**src/rtl/muldiv_unit.sv**
```systemverilog
// muldiv_unit: iterative HI/LO multiply/divide unit for the EX stage.
//
// A MULT/MULTU/DIV/DIVU operation runs on unsigned magnitudes, one bit per
// cycle. A final cycle applies the sign correction and writes HI/LO. The unit
// also takes MTHI/MTLO writes while it is idle.
//
// Ports:
//   clk, rst          clock, synchronous active-high reset
//   start, op         start request and opcode (00 MULT, 01 MULTU, 10 DIV, 11 DIVU)
//   rs_data, rt_data  operand A (multiplicand/dividend), operand B (multiplier/divisor)
//   hi_we, lo_we      MTHI / MTLO write enables (idle only, start has priority)
//   wdata             MTHI / MTLO write data
//   hi, lo            architectural HI/LO registers
//   busy              operation in progress
//   done              single-cycle pulse when HI/LO take a result
//
// state | meaning
// ------+-------------------------------------------------------------
// IDLE  | waiting; accepts start or MTHI/MTLO writes
// RUN   | one shift-add / restoring-divide step per cycle, DATA_W steps
// FIX   | sign correction, divide-by-zero override, HI/LO write, done

module muldiv_unit #(
    parameter int DATA_W = 32
) (
    input  logic              clk,
    input  logic              rst,
    input  logic              start,
    input  logic [1:0]        op,
    input  logic [DATA_W-1:0] rs_data,
    input  logic [DATA_W-1:0] rt_data,
    input  logic              hi_we,
    input  logic              lo_we,
    input  logic [DATA_W-1:0] wdata,
    output logic [DATA_W-1:0] hi,
    output logic [DATA_W-1:0] lo,
    output logic              busy,
    output logic              done
);

    localparam int CNT_W = $clog2(DATA_W);
    localparam logic [CNT_W-1:0] LAST_CNT = CNT_W'(DATA_W - 1);

    typedef enum logic [1:0] {
        IDLE = 2'd0,
        RUN  = 2'd1,
        FIX  = 2'd2
    } state_t;

    state_t                state_q, state_d;
    logic [CNT_W-1:0]      cnt_q, cnt_d;
    logic [1:0]            op_q, op_d;
    logic                  sign_a_q, sign_a_d;
    logic                  sign_b_q, sign_b_d;
    logic [DATA_W-1:0]     raw_a_q, raw_a_d;
    // Multiplicand magnitude for multiplies, divisor magnitude for divides.
    logic [DATA_W-1:0]     opnd_q, opnd_d;
    // Product shift register (multiply) or remainder:quotient (divide).
    logic [2*DATA_W-1:0]   acc_q, acc_d;
    logic [DATA_W-1:0]     hi_q, hi_d;
    logic [DATA_W-1:0]     lo_q, lo_d;
    logic                  busy_q, busy_d;
    logic                  done_q, done_d;

    logic                  in_signed;
    logic                  in_neg_a, in_neg_b;
    logic [DATA_W-1:0]     in_mag_a, in_mag_b;

    logic                  is_div, is_signed;
    logic [DATA_W:0]       mul_sum;
    logic [2*DATA_W-1:0]   mul_next;
    logic [DATA_W:0]       div_top;
    logic [DATA_W:0]       div_diff;
    logic                  div_ge;
    logic [2*DATA_W-1:0]   div_next;
    logic [2*DATA_W-1:0]   prod_neg;
    logic [DATA_W-1:0]     quot, rem;

    assign in_signed = ~op[0];
    assign in_neg_a  = in_signed & rs_data[DATA_W-1];
    assign in_neg_b  = in_signed & rt_data[DATA_W-1];
    assign in_mag_a  = in_neg_a ? (~rs_data + 1'b1) : rs_data;
    assign in_mag_b  = in_neg_b ? (~rt_data + 1'b1) : rt_data;

    assign is_div    = op_q[1];
    assign is_signed = ~op_q[0];

    // Shift-add: conditionally add the multiplicand to the upper half, then
    // shift the whole product right, retiring one multiplier bit.
    assign mul_sum  = {1'b0, acc_q[2*DATA_W-1:DATA_W]} + (acc_q[0] ? {1'b0, opnd_q} : '0);
    assign mul_next = {mul_sum, acc_q[DATA_W-1:1]};

    // Restoring divide: the shifted partial remainder needs DATA_W+1 bits
    // because it can reach 2*divisor-1 before the compare.
    assign div_top  = acc_q[2*DATA_W-1:DATA_W-1];
    assign div_diff = div_top - {1'b0, opnd_q};
    assign div_ge   = div_top >= {1'b0, opnd_q};
    assign div_next = div_ge ? {div_diff[DATA_W-1:0], acc_q[DATA_W-2:0], 1'b1}
                             : {acc_q[2*DATA_W-2:0], 1'b0};

    assign prod_neg = ~acc_q + 1'b1;
    assign quot     = acc_q[DATA_W-1:0];
    assign rem      = acc_q[2*DATA_W-1:DATA_W];

    always_comb begin
        state_d  = state_q;
        cnt_d    = cnt_q;
        op_d     = op_q;
        sign_a_d = sign_a_q;
        sign_b_d = sign_b_q;
        raw_a_d  = raw_a_q;
        opnd_d   = opnd_q;
        acc_d    = acc_q;
        hi_d     = hi_q;
        lo_d     = lo_q;
        busy_d   = busy_q;
        done_d   = 1'b0;

        case (state_q)
            IDLE: begin
                if (start) begin
                    op_d     = op;
                    sign_a_d = in_neg_a;
                    sign_b_d = in_neg_b;
                    raw_a_d  = rs_data;
                    opnd_d   = op[1] ? in_mag_b : in_mag_a;
                    acc_d    = {{DATA_W{1'b0}}, (op[1] ? in_mag_a : in_mag_b)};
                    cnt_d    = '0;
                    busy_d   = 1'b1;
                    state_d  = RUN;
                end else begin
                    if (hi_we) hi_d = wdata;
                    if (lo_we) lo_d = wdata;
                end
            end

            RUN: begin
                acc_d = is_div ? div_next : mul_next;
                cnt_d = cnt_q + 1'b1;
                if (cnt_q == LAST_CNT) state_d = FIX;
            end

            FIX: begin
                if (!is_div) begin
                    {hi_d, lo_d} = (is_signed && (sign_a_q ^ sign_b_q)) ? prod_neg : acc_q;
                end else if (opnd_q == '0) begin
                    hi_d = raw_a_q;
                    lo_d = '1;
                end else begin
                    lo_d = (is_signed && (sign_a_q ^ sign_b_q)) ? (~quot + 1'b1) : quot;
                    hi_d = (is_signed && sign_a_q) ? (~rem + 1'b1) : rem;
                end
                done_d  = 1'b1;
                busy_d  = 1'b0;
                cnt_d   = '0;
                state_d = IDLE;
            end

            default: begin
                busy_d  = 1'b0;
                state_d = IDLE;
            end
        endcase
    end

    always_ff @(posedge clk) begin
        if (rst) begin
            state_q  <= IDLE;
            cnt_q    <= '0;
            op_q     <= '0;
            sign_a_q <= 1'b0;
            sign_b_q <= 1'b0;
            raw_a_q  <= '0;
            opnd_q   <= '0;
            acc_q    <= '0;
            hi_q     <= '0;
            lo_q     <= '0;
            busy_q   <= 1'b0;
            done_q   <= 1'b0;
        end else begin
            state_q  <= state_d;
            cnt_q    <= cnt_d;
            op_q     <= op_d;
            sign_a_q <= sign_a_d;
            sign_b_q <= sign_b_d;
            raw_a_q  <= raw_a_d;
            opnd_q   <= opnd_d;
            acc_q    <= acc_d;
            hi_q     <= hi_d;
            lo_q     <= lo_d;
            busy_q   <= busy_d;
            done_q   <= done_d;
        end
    end

    assign hi   = hi_q;
    assign lo   = lo_q;
    assign busy = busy_q;
    assign done = done_q;

endmodule
```
**config.mk**
```make
export PLATFORM = sky130hd
export DESIGN_NAME = muldiv_unit
export DESIGN_NICKNAME = d
export VERILOG_FILES = /design/src/rtl/muldiv_unit.sv
export SDC_FILE = /design/constraint.sdc
export NUM_CORES = 1
export LEC_CHECK = 0
export CORE_MARGIN = 2
export CORE_UTILIZATION = 30
export CTS_CLUSTER_SIZE = 8
export DETAILED_ROUTE_END_ITERATION = 10
export PLACE_DENSITY = 0.53
export SYNTH_ARGS = -nofsm -noshare
export SYNTH_HDL_FRONTEND = slang
export SYNTH_SLANG_ARGS = --single-unit
export TNS_END_PERCENT = 100
```
**constraint.sdc**
```tcl
create_clock -name clk -period 3.4 [get_ports clk]
set_clock_uncertainty 0.2 [all_clocks]
set_input_delay 0.85 -clock clk [delete_from_list [all_inputs] [get_ports clk]]
set_output_delay 0.85 -clock clk [all_outputs]
set_load 0.02 [all_outputs]
```
# Yosys cells after proc, flatten, opt, wreduce, memory -nomap -nowiden
# Index checks and enable logic that the tools add are counted.
# word_totals
reg_bits	205
input_bits	103
# op_classes
addsub	8
magnitude_cmp	1
eq_ne	8
n_mux	30
bitwise	11
reduce_logical	14
# ops
operator	n
2-to-1 mux 32 bit	15
2-to-1 mux 64 bit	4
adder 32 x 1 -> 32 bit, second input constant	4
inverter 32 bit	4
one-hot mux 32 bit (2 select lines)	2
one-hot mux 64 bit (2 select lines)	1
adder 64 x 1 -> 64 bit, second input constant	1
inverter 64 bit	1
adder 32 x 32 -> 33 bit	1
greater-or-equal comparator 33 x 32 -> 1 bit	1
zero test 32 bit	1
subtractor 32 bit	1
one-hot mux 5 bit (3 select lines)	1
!= test 2 bit, second input constant	5
AND reduction 2 bit	5
AND reduction 3 bit	2
adder 5 x 1 -> 5 bit, second input constant	1
== test 5 bit, second input constant	1
2-to-1 mux 5 bit	1
2-to-1 mux 2 bit	2
one-hot mux 2 bit (2 select lines)	1
nonzero test 2 bit	2
inverter 1 bit	3
nonzero test 3 bit	1
other kinds (8)	11

# Logic depth before layout (Yosys ltp)
# Gate-level depths: netlist of the first run.
# logic_depth
word_depth	6
mapped_depth	14
ltp_nobuf	13

# Worst setup path before layout of the first run
# No wires, ideal clock.
# synth_timing
kind	flip-flop to flip-flop
from	register acc_q[0]
to	register acc_q[55]
setup_ps	122
arrival_time_ps	3332
slack_ps	-254
stages_incl_launch_ff	14
n_path_buf	1
synth_period_minus_slack_ps	3654
cell_sequence	dfxtp_1 > inv_1 > clkbuf_1 > nor2_1 > ha_1 > o21ai_0 > a21oi_1 > o41ai_1 > o211ai_1 > a2111oi_0 > nand3_1 > a31oi_1 > xnor2_1 > a221o_1
# synth_between
elab_chain_cells	4
# synth_lines
item	line	text
start, declared	59	logic [2*DATA_W-1:0] acc_q, acc_d;
start signal, assigned	175	acc_q <= '0;
start signal, assigned	188	acc_q <= acc_d;
2-to-1 mux 32 bit	90	assign mul_sum = {1'b0, acc_q[2*DATA_W-1:DATA_W]} + (acc_q[0] ? {1'b0, opnd_q} : '0);
adder 32 x 32 -> 33 bit	90	
2-to-1 mux 64 bit	138	acc_d = is_div ? div_next : mul_next;
one-hot mux 64 bit (2 select lines)	119	case (state_q)
# Every way passes these cells.
# A chain may end at the register's enable or synchronous reset.

# Final worst setup path of the first run
# layout_timing
from	register opnd_q[0]
to	register acc_q[55]
# layout_between
elab_chain_cells	4
word_cells_on_any_way	7
classes_between	add/sub (2); order compare (1); mux (4)
# layout_lines
item	line	text
start, declared	57	logic [DATA_W-1:0] opnd_q, opnd_d;
start signal, assigned	187	opnd_q <= opnd_d;
2-to-1 mux 32 bit (tied with other cells)	90	
adder 32 x 32 -> 33 bit / 2-to-1 mux 64 bit (equally long branches)	90, 98	
2-to-1 mux 64 bit *	138	
one-hot mux 64 bit (2 select lines) *	119	
# Every way passes the cells marked *; elsewhere a longest branch is shown, timed or not.

==> reports/results.md, run 1 <==
| Stage | Metric | Value |
|:---|:---|:---|
| drt | Total routed wire length on the met1 layer | 34200 um |
| clocking | # hold bufs at CTS | 0 |
| floorplan | Die height | 240 um |
| place | Placed wire-length estimate | 58800 um |
| synthesis | Share of synthesized area occupied by flip-flops and latches | 0.246 |
| clocking | Clock slew seen by the registers of the worst setup and hold paths | 50 ps |
| worst hold path | Worst hold-check path type | reg -> reg |
| drt | Via density | 5.57 |
| clocking | Clock Tree Buf Depth | 3 |
| synthesis | Distinct cell type count after synthesis | 76 |
| place | # port buffers | 168 |
| clocking | Root buffer cell | clkbuf_16 |
| place | Routability-driven placement congestion ratio | 0.921 |
| setup path | Critical R2R Capture | acc_q[55]$_SDFFE_PP0P_ |
| layout | Number of fillers in the final layout | 5757 |
| synthesis | Largest cells by area after synthesis | dfxtp_1 (25%), a21oi_1 (7.6%), nand2_1 (5.7%) |
| setup path | Slack of the worst reg-to-reg path | 4 ps |
| setup path | Crit end category | flop |
| pwr | Ratio of total power to cell area | 361 mW/mm2 |
| sta | Setup repair after global routing missed its margin | true |
| clocking | Inserted Clock Buffers | 30 |
| status | Result of the run | finished clean |
| pwr | Leakage power summed over all cells | 0.00954 uW |
| setup path | Startpoint of the worst-slack reg-to-reg timing path | opnd_q[0]$_SDFFE_PP0P_ |
| global routing | Residual overflow from global routing | 0 |
| layout | Share of final-layout standard cells stronger than drive strength 1 | 0.191 |
| drt | DR iter-0 viols | 1880 |
| worst hold path | Hold Path Origin | raw_a_q[12]$_SDFFE_PP0P_ |
| synthesis | Post-synthesis net count | 2476 |
| synthesis | Mean Syn Cell Area | 7.26 um2 |
| sta | Setup violation total in the final timing report | 0 |
| floorplan | Floorplan die width | 240 um |
| synthesis | Number of synthesis warnings | 0 |
| layout | Area growth syn-to-layout | 36.7% |
| pwr | Max IR drop VDD | 332 uV |
| floorplan | Number of rows created at floorplan | 86 |
| drt | Count of vias placed by the detailed router | 19200 |
| synthesis | Commonest register cell after synthesis | dfxtp_1 |
| drt | Met3 Wirelength | 5320 um |
| synthesis | Fraction of synthesis flops using an asynchronous set or reset pin | 0 |
| setup path | Critical Path RT | 3660 ps |
| floorplan | Die Outline Area | 0.0576 mm2 |
| global routing | Vias in the first global route | 18300 |
| setup path | Type of origin of the critical path | flop |
| synthesis | Number of instances in the synthesized netlist | 2301 |
| setup path | Last element of the critical path | acc_q[55]$_SDFFE_PP0P_ |
| layout | Net count reported at finish | 2871 |
| global routing | Initial antenna violation count | 1 |
| setup path | Data arrival at the endpoint of the critical path | 3660 ps |
| sta | Hold WS | 257 ps |
| floorplan | Initial standard-cell utilization of the core | 0.303 |
| clocking | Sinks on Clock Net | 205 |
| pwr | Final Power | 8250 uW |
| floorplan | Top-level I/O count | 169 |
| synthesis | Number of synthesized register bits | 205 |
| synthesis | Syn Std Cell Area | 0.0167 mm2 |
| global routing | GRT Resource Usage Total | 0.251 |
| clocking | Clock insertion delay at the later pin of the skew report | 580 ps |
| synthesis | Cell taking the most area after synthesis | dfxtp_1 |
| drt | Detailed-routed wire length on met2 | 32600 um |
| clocking | TritonCTS clock tree | built |
| floorplan | Placeable core area | 0.0551 mm2 |
| global routing | Largest net degree at the start of global routing | 97 |
| synthesis | Share of Yosys cell area claimed by the top area cell type | 0.246 |
| sta | Tightest slew margin relative to the limit | 0.363 |
| global routing | Wire length of the first global-routing pass | 111000 um |
| setup path | Critical setup path kind | reg -> reg |
| setup path | Critical path launch point | opnd_q[0]$_SDFFE_PP0P_ |
| setup path | Cell count of the worst reg-to-reg path | 15 |
| drt | Count of unresolved DRC violations after routing | 0 |
| drt | Highest metal used | met4 |
| clocking | Count of H-tree levels built during CTS | 1 |
| sta | Transition time at the pin with the least slew margin | 951 ps |
| sta | Final count of hold timing violations | 0 |
| sta | Fmax | 294 MHz |
| sta | Fin crit share | 0.999 |
| drt | Antenna-violating nets left | 0 |
| drt | Wirelength per Cell | 21.6 um |
| setup path | Critical path fanouts, max | 2 |
| drt | Routed wire length | 74600 um |
| sta | Max-slew violation total from the final report | 0 |
| synthesis | Number of enable flip-flop cells after synthesis | 0 |
| sta | Tmin final | 3400 ps |
| drt | Initial DRT Pass Iterations | 6 |
| flow run | Maximum capacitance violations | 0 |
-- final cells by class --
class / count / area, um2 / area share
flip-flops and latches: 205 / 4110 / 0.180
diodes: 1 / 2.50 / 0.000110
inverters: 74 / 280 / 0.0123
well taps: 748 / 936 / 0.0410
multi-input cells: 1847 / 12000 / 0.526
clock inverters: 1 / 30.0 / 0.00132
repair buffers: 538 / 4630 / 0.203
clock buffers: 36 / 825 / 0.0361
-- where the power goes --
| part | switching, uW | total [uW] | internal [uW] | leakage [uW] |
|---|---|---|---|---|
| Sequential | 139 | 2700 | 2560 | 0.00168 |
| Clock | 1150 | 2880 | 1730 | 0.000420 |
| Combinational | 1530 | 2670 | 1140 | 0.00744 |
| Total | 2820 | 8250 | 5430 | 0.00954 |
-- layer usage --
metal | GRT usage | up-vias
met5 | 0 | -
met4 | 0.0745 | 0
met3 | 0.0317 | 110
met2 | 0.389 | 733
met1 | 0.362 | 9269
li1 | - | 9105
-- cell usage in the layout (no fill, tap or decap), drive strengths merged, types with 9 or more instances in the layout --
cell           Yosys  layout
or3               23      23
o211ai            27      27
nand2b            19      19
o21a               9       9
clkbuf           151      36
and2               9       9
ha                70      70
nand2            254     254
nand4             14      14
clkdlybuf4s50      0     166
or2               18      18
and3              20      20
nor4              35      35
o21bai            10      10
a311oi            15      15
o21ai            143     143
or4               17      17
nand3             24      24
dfxtp            205     205
a22oi             15      15
nor2             240     240
o22ai             13      13
a211oi            50      50
a31oi             36      36
a221o              9       9
xor2             103     103
mux2i             81      81
buf               24     372
nor2b             19      19
a21oi            252     252
o31ai             24      24
a221oi            36      36
inv               74      74
nor3              57      57
xnor2             87      87
a21o              25      25
-- worst max-delay path: stages (launching register included) --
cell	delay, ps
dfxtp_2	330
and2_4	160
ha_4	150
inv_2	50
fa_2	210
nand2b_4	150
a21oi_4	60
o41ai_4	310
buf_4	170
o211ai_1	160
a2111oi_1	430
buf_4	200
nand3_4	80
a31oi_1	230
xnor2_1	80
a221o_1	310
-- metrics by stage --
stage               cells  utilization  setup TNS [ps]  worst slack [ps]  area [um2]
CTS                  3437        0.408               0              4.61       22500
global route         3449        0.414            -532              -123       22800
detailed placement   3396        0.390          -10430              -348       21500
floorplan            2301            -               0              31.2       16700
global placement     3396        0.390           -8870              -303       21500
finish               3450        0.414               0              3.93       22800
-- cells in the mapped netlist (5+ instances only) --
| master | n |
|---|---|
| a2111oi_0 | 5 |
| a211o_1 | 6 |
| ha_1 | 70 |
| a221oi_1 | 36 |
| o31ai_1 | 23 |
| nor3_1 | 56 |
| a311oi_1 | 15 |
| nand2b_1 | 19 |
| and3_1 | 20 |
| o41ai_1 | 8 |
| nor2b_1 | 19 |
| o211ai_1 | 27 |
| xor2_1 | 103 |
| o31a_1 | 5 |
| a221o_1 | 9 |
| buf_2 | 7 |
| o22ai_1 | 13 |
| a211oi_1 | 50 |
| nand2_1 | 254 |
| nand3_1 | 24 |
| a21oi_1 | 252 |
| o21ai_0 | 143 |
| a31oi_1 | 36 |
| dfxtp_1 | 205 |
| or4_1 | 16 |
| nor3b_1 | 6 |
| o21a_1 | 9 |
| or3_1 | 21 |
| a22oi_1 | 15 |
| o21bai_1 | 10 |
| buf_1 | 15 |
| o221ai_1 | 7 |
| nand4_1 | 14 |
| mux2i_1 | 81 |
| a21boi_0 | 5 |
| or2_2 | 18 |
| nor2_1 | 239 |
| inv_1 | 74 |
| clkbuf_1 | 150 |
| mux2_2 | 5 |
| xnor2_1 | 87 |
| nor4_1 | 35 |
| and2_1 | 9 |
| nand3b_1 | 5 |
| a21o_1 | 25 |
-- sequential cells by signal (all words and copies together), names as in the netlist --
| register | flops |
|---|---|
| done | 1 |
| raw_a_q | 32 |
| sign_b_q | 1 |
| cnt_q | 5 |
| hi | 32 |
| acc_q | 64 |
| lo | 32 |
| op_q | 2 |
| state_q | 2 |
| sign_a_q | 1 |
| opnd_q | 32 |
| busy | 1 |
-- cell families after synthesis --
kind of cell,Yosys count,share of synthesized area
multiplexers,86,0.0519
AO/OA/AOI/OAI,730,0.277
flip-flops,205,0.246
adder cells (fa/ha/maj),72,0.0548
AND/OR/NAND/NOR,769,0.214
buffers and inverters,249,0.0575
XOR/XNOR,190,0.0996
-- worst min-delay path by stage --
| stage | endpoint | slack (ps) | depth (start not counted) |
|---|---|---|---|
| 6_report | raw_a_q[12]$_SDFFE_PP0P_ | 260 | 2 |
| 3_5_place_dp | raw_a_q[12]$_SDFFE_PP0P_ | 250 | 2 |
| 4_1_cts | raw_a_q[12]$_SDFFE_PP0P_ | 250 | 2 |
| 5_1_grt | raw_a_q[15]$_SDFFE_PP0P_ | 270 | 2 |
| 3_3_place_gp | raw_a_q[13]$_SDFFE_PP0P_ | 250 | 2 |
| 2_1_floorplan | raw_a_q[0]$_SDFFE_PP0P_ | 230 | 2 |
-- timing repair --
action                     in CTS  in global routing
buffers inserted                5                 12
pin swaps                      11                 34
gates resized for setup        23                 64
setup endpoints to repair      15                 55
(Power assumes the default switching activity.)
==> run 2: changes to the inputs <==
Settings changed: CAP_MARGIN set to 20, DONT_BUFFER_PORTS set to 1, PLACE_DENSITY 0.53 to 0.49.
==> run 2 against run 1 <==
Effect of this change: the flow now finishes with violations (negative setup slack); routed wire length is 0.53% lower; combinational power is 16% lower; fmax is 2.6% lower; worst hold slack worse by 51 ps; setup slack worse by 89 ps; sequential share of layout area is 2.0 points higher; first-iteration DRC count is 1.0% lower; critical path type unchanged.
==> reports/results.md, run 2 (same netlist as run 1, synthesis figures left out) <==
| Stage | Metric | Value | vs previous |
|:---|:---|:---|:---|
| sta | Worst setup slack after layout | -85.3 ps | was 3.93 ps |
| setup path | Data arrival at the endpoint of the critical path | 3700 ps | was 3660 ps |
| setup path | Slowest stage cell, crit path | a2111oi_2 | was a2111oi_1 |
| status | Result of the run | finished, violations left | was finished clean |
| layout | Final Util | 0.372 | was 0.414 |
| clocking | Clock Tree Buf Depth | 3 | unchanged |
| sta | Setup violation total in the final timing report | 5 | was 0 |
| clocking | Clock slew seen by the registers of the worst setup and hold paths | 50 ps | about the same |
| global routing | GRT Resource Usage Total | 0.250 | was 0.251 |
| global routing | Residual overflow from global routing | 0 | unchanged |
| setup path | Crit end category | flop | unchanged |
| drt | Antenna-violating nets left | 0 | unchanged |
| layout | Commonest non-fill, non-tap cells in the layout | buf_4 (284), nand2_1 (253), a21oi_1 (241), nor2_1 (226), dfxtp_1 (202) | was buf_4 (353), nand2_1 (253), a21oi_1 (245), nor2_1 (228), dfxtp_1 (201) |
| status | Failing checks | negative setup slack |  |
| sta | Fmax | 287 MHz | was 294 MHz |
| drt | Count of vias placed by the detailed router | 18200 | was 19200 |
| layout | Leading cell type in the layout, fill and taps excluded | buf_4 | unchanged |
| floorplan | Number of rows created at floorplan | 86 | unchanged |
| setup path | Critical Path RT | 3620 ps | was 3660 ps |
| sta | Max-slew violation total from the final report | 0 | unchanged |
| layout | Final instance area | 0.0205 mm2 | was 0.0228 mm2 |
| pwr | Final Power | 7780 uW | was 8250 uW |
| drt | DR iter-0 viols | 1861 | was 1880 |
| floorplan | Floorplan die width | 240 um | unchanged |
| setup path | Peak per-stage delay on the critical path | 430 ps | about the same |
| drt | Count of unresolved DRC violations after routing | 0 | unchanged |
| clocking | TritonCTS clock tree | built | unchanged |
| floorplan | Die Outline Area | 0.0576 mm2 | unchanged |
| place | Routability-driven placement congestion ratio | 0.935 | was 0.921 |
| place | Post-detailed-placement cell area | 0.0191 mm2 | was 0.0215 mm2 |
| drt | Initial DRT Pass Iterations | 6 | unchanged |
| layout | Count of antenna diodes in the layout | 0 | was 1 |
| clocking | Inserted Clock Buffers | 30 | unchanged |
| sta | Tightest slew margin relative to the limit | 0.468 | was 0.363 |
| pwr | Ratio of total power to cell area | 379 mW/mm2 | was 361 mW/mm2 |
| floorplan | Placeable core area | 0.0551 mm2 | unchanged |
| layout | Max reg flops | 64 | unchanged |
| global routing | Initial antenna violation count | 1 | unchanged |
| clocking | Root buffer cell | clkbuf_16 | unchanged |
| clocking | Sinks on Clock Net | 205 | unchanged |
| clocking | Clock insertion delay at the later pin of the skew report | 580 ps | about the same |
| setup path | Most prevalent standard cell on the critical path | buf_4 | unchanged |
| sta | Fin crit share | 1.03 | was 0.999 |
| worst hold path | Worst hold-check path type | in -> reg | was reg -> reg |
| floorplan | Top-level I/O count | 169 | unchanged |
| drt | Via density | 5.67 | was 5.57 |
| layout | Area growth syn-to-layout | 22.9% | was 36.7% |
| sta | Transition time at the pin with the least slew margin | 798 ps | was 951 ps |
| global routing | Largest net degree at the start of global routing | 161 | was 97 |
| global routing | Vias in the first global route | 17500 | was 18300 |
| floorplan | Die height | 240 um | unchanged |
| place | # port buffers | 0 | was 168 |
| setup path | Crit-path cells | clkinvlp_4, nor2_4, ha_4, a21o_1, buf_6, o41ai_2, buf_4, o211ai_1, a2111oi_2, buf_4, nand3_2, a41o_1, xnor2_1, o221ai_1 | was and2_4, ha_4, inv_2, fa_2, nand2b_4, a21oi_4, o41ai_4, buf_4, o211ai_1, a2111oi_1, buf_4, nand3_4, a31oi_1, xnor2_1, a221o_1 |
| setup path | Critical setup path kind | reg -> reg | unchanged |
| sta | Tmin final | 3490 ps | was 3400 ps |
| clocking | Count of H-tree levels built during CTS | 1 | unchanged |
| drt | Routed wire length | 74200 um | was 74600 um |
| setup path | Critical path fanouts, max | 6 | was 2 |
| drt | Wirelength per Cell | 23.1 um | was 21.6 um |
| floorplan | Initial standard-cell utilization of the core | 0.303 | unchanged |
| pwr | Max IR drop VDD | 229 uV | was 332 uV |
| pwr | Leakage power summed over all cells | 0.00846 uW | was 0.00954 uW |
| flow run | Maximum capacitance violations | 0 | unchanged |
| sta | Final count of hold timing violations | 0 | unchanged |
| layout | Net count reported at finish | 2630 | was 2871 |
| global routing | Wire length of the first global-routing pass | 110000 um | was 111000 um |
| layout | Share of final-layout standard cells stronger than drive strength 1 | 0.182 | was 0.191 |
| sta | Setup repair after global routing missed its margin | true | unchanged |
| setup path | Type of origin of the critical path | flop | unchanged |
| layout | Largest Register | acc_q | unchanged |
| place | Placed wire-length estimate | 57800 um | was 58800 um |
-- run 2: critical path, delay by kind of cell, from the launching register on --
family                   cells  cell delay (ps)
AO/OA/AOI/OAI                6             1430
XOR/XNOR                     1              170
adder cells (fa/ha/maj)      1              220
buffers and inverters        4              700
flip-flops                   1              360
AND/OR/NAND/NOR              2              240
-- run 2: final timing paths --
check	start	endpoint	slack (ps)	depth (start not counted)
setup / recovery	acc_q[0]$_SDFFE_PP0P_	acc_q[59]$_SDFFE_PP0P_	-90	14
setup reg to reg	acc_q[0]$_SDFFE_PP0P_	acc_q[59]$_SDFFE_PP0P_	-90	14
hold / removal	rs_data[17]	raw_a_q[17]$_SDFFE_PP0P_	210	2
hold reg to reg	raw_a_q[15]$_SDFFE_PP0P_	raw_a_q[15]$_SDFFE_PP0P_	250	2
-- run 2: report_power, final --
part	internal, uW	switching, uW	leakage (uW)
Clock	1630	1160	0.000405
Combinational	900	1340	0.00638
Sequential	2560	194	0.00168
Total	5090	2690	0.00846
-- run 2: final cells by class --
type / instances / area (um2)
fillers: 5890 / 34600
multi-input cells: 1847 / 12000
flip-flops and latches: 205 / 4110
repair buffers: 297 / 2330
well taps: 748 / 936
clock buffers: 39 / 815
inverters: 74 / 282
clock inverters: 1 / 16.3
-- run 2: per-stage QoR --
stage,hold slack (ps),TNS [ps],std cells,setup WS (ps)
2_1_floorplan,233,0,2301,31.2
3_3_place_gp,245,-1230,3145,-305
3_5_place_dp,245,-2140,3145,-358
4_1_cts,184,-62.3,3200,-26.3
5_1_grt,208,-1240,3211,-232
6_report,206,-289,3211,-85.3
-- run 2: what timing repair did --
action | in CTS | in global routing
buffers inserted | 15 | 11
cloned | 0 | 0
endpoints found under the setup margin | 19 | 39
hold buffers | 0 | 0
resized for setup | 43 | 55
pin swaps | 31 | 26
-- run 2: metal layers --
| metal | global-route usage | routed length [um] | share of wire | vias to the layer above |
|---|---|---|---|---|
| li1 | - | - | - | 8606 |
| met1 | 0.357 | 34300 | 0.46 | 8839 |
| met2 | 0.388 | 32300 | 0.44 | 667 |
| met3 | 0.0428 | 5540 | 0.075 | 97 |
| met4 | 0.0614 | 1970 | 0.027 | 2 |
| met5 | 0 | 10 | 0.00013 | - |
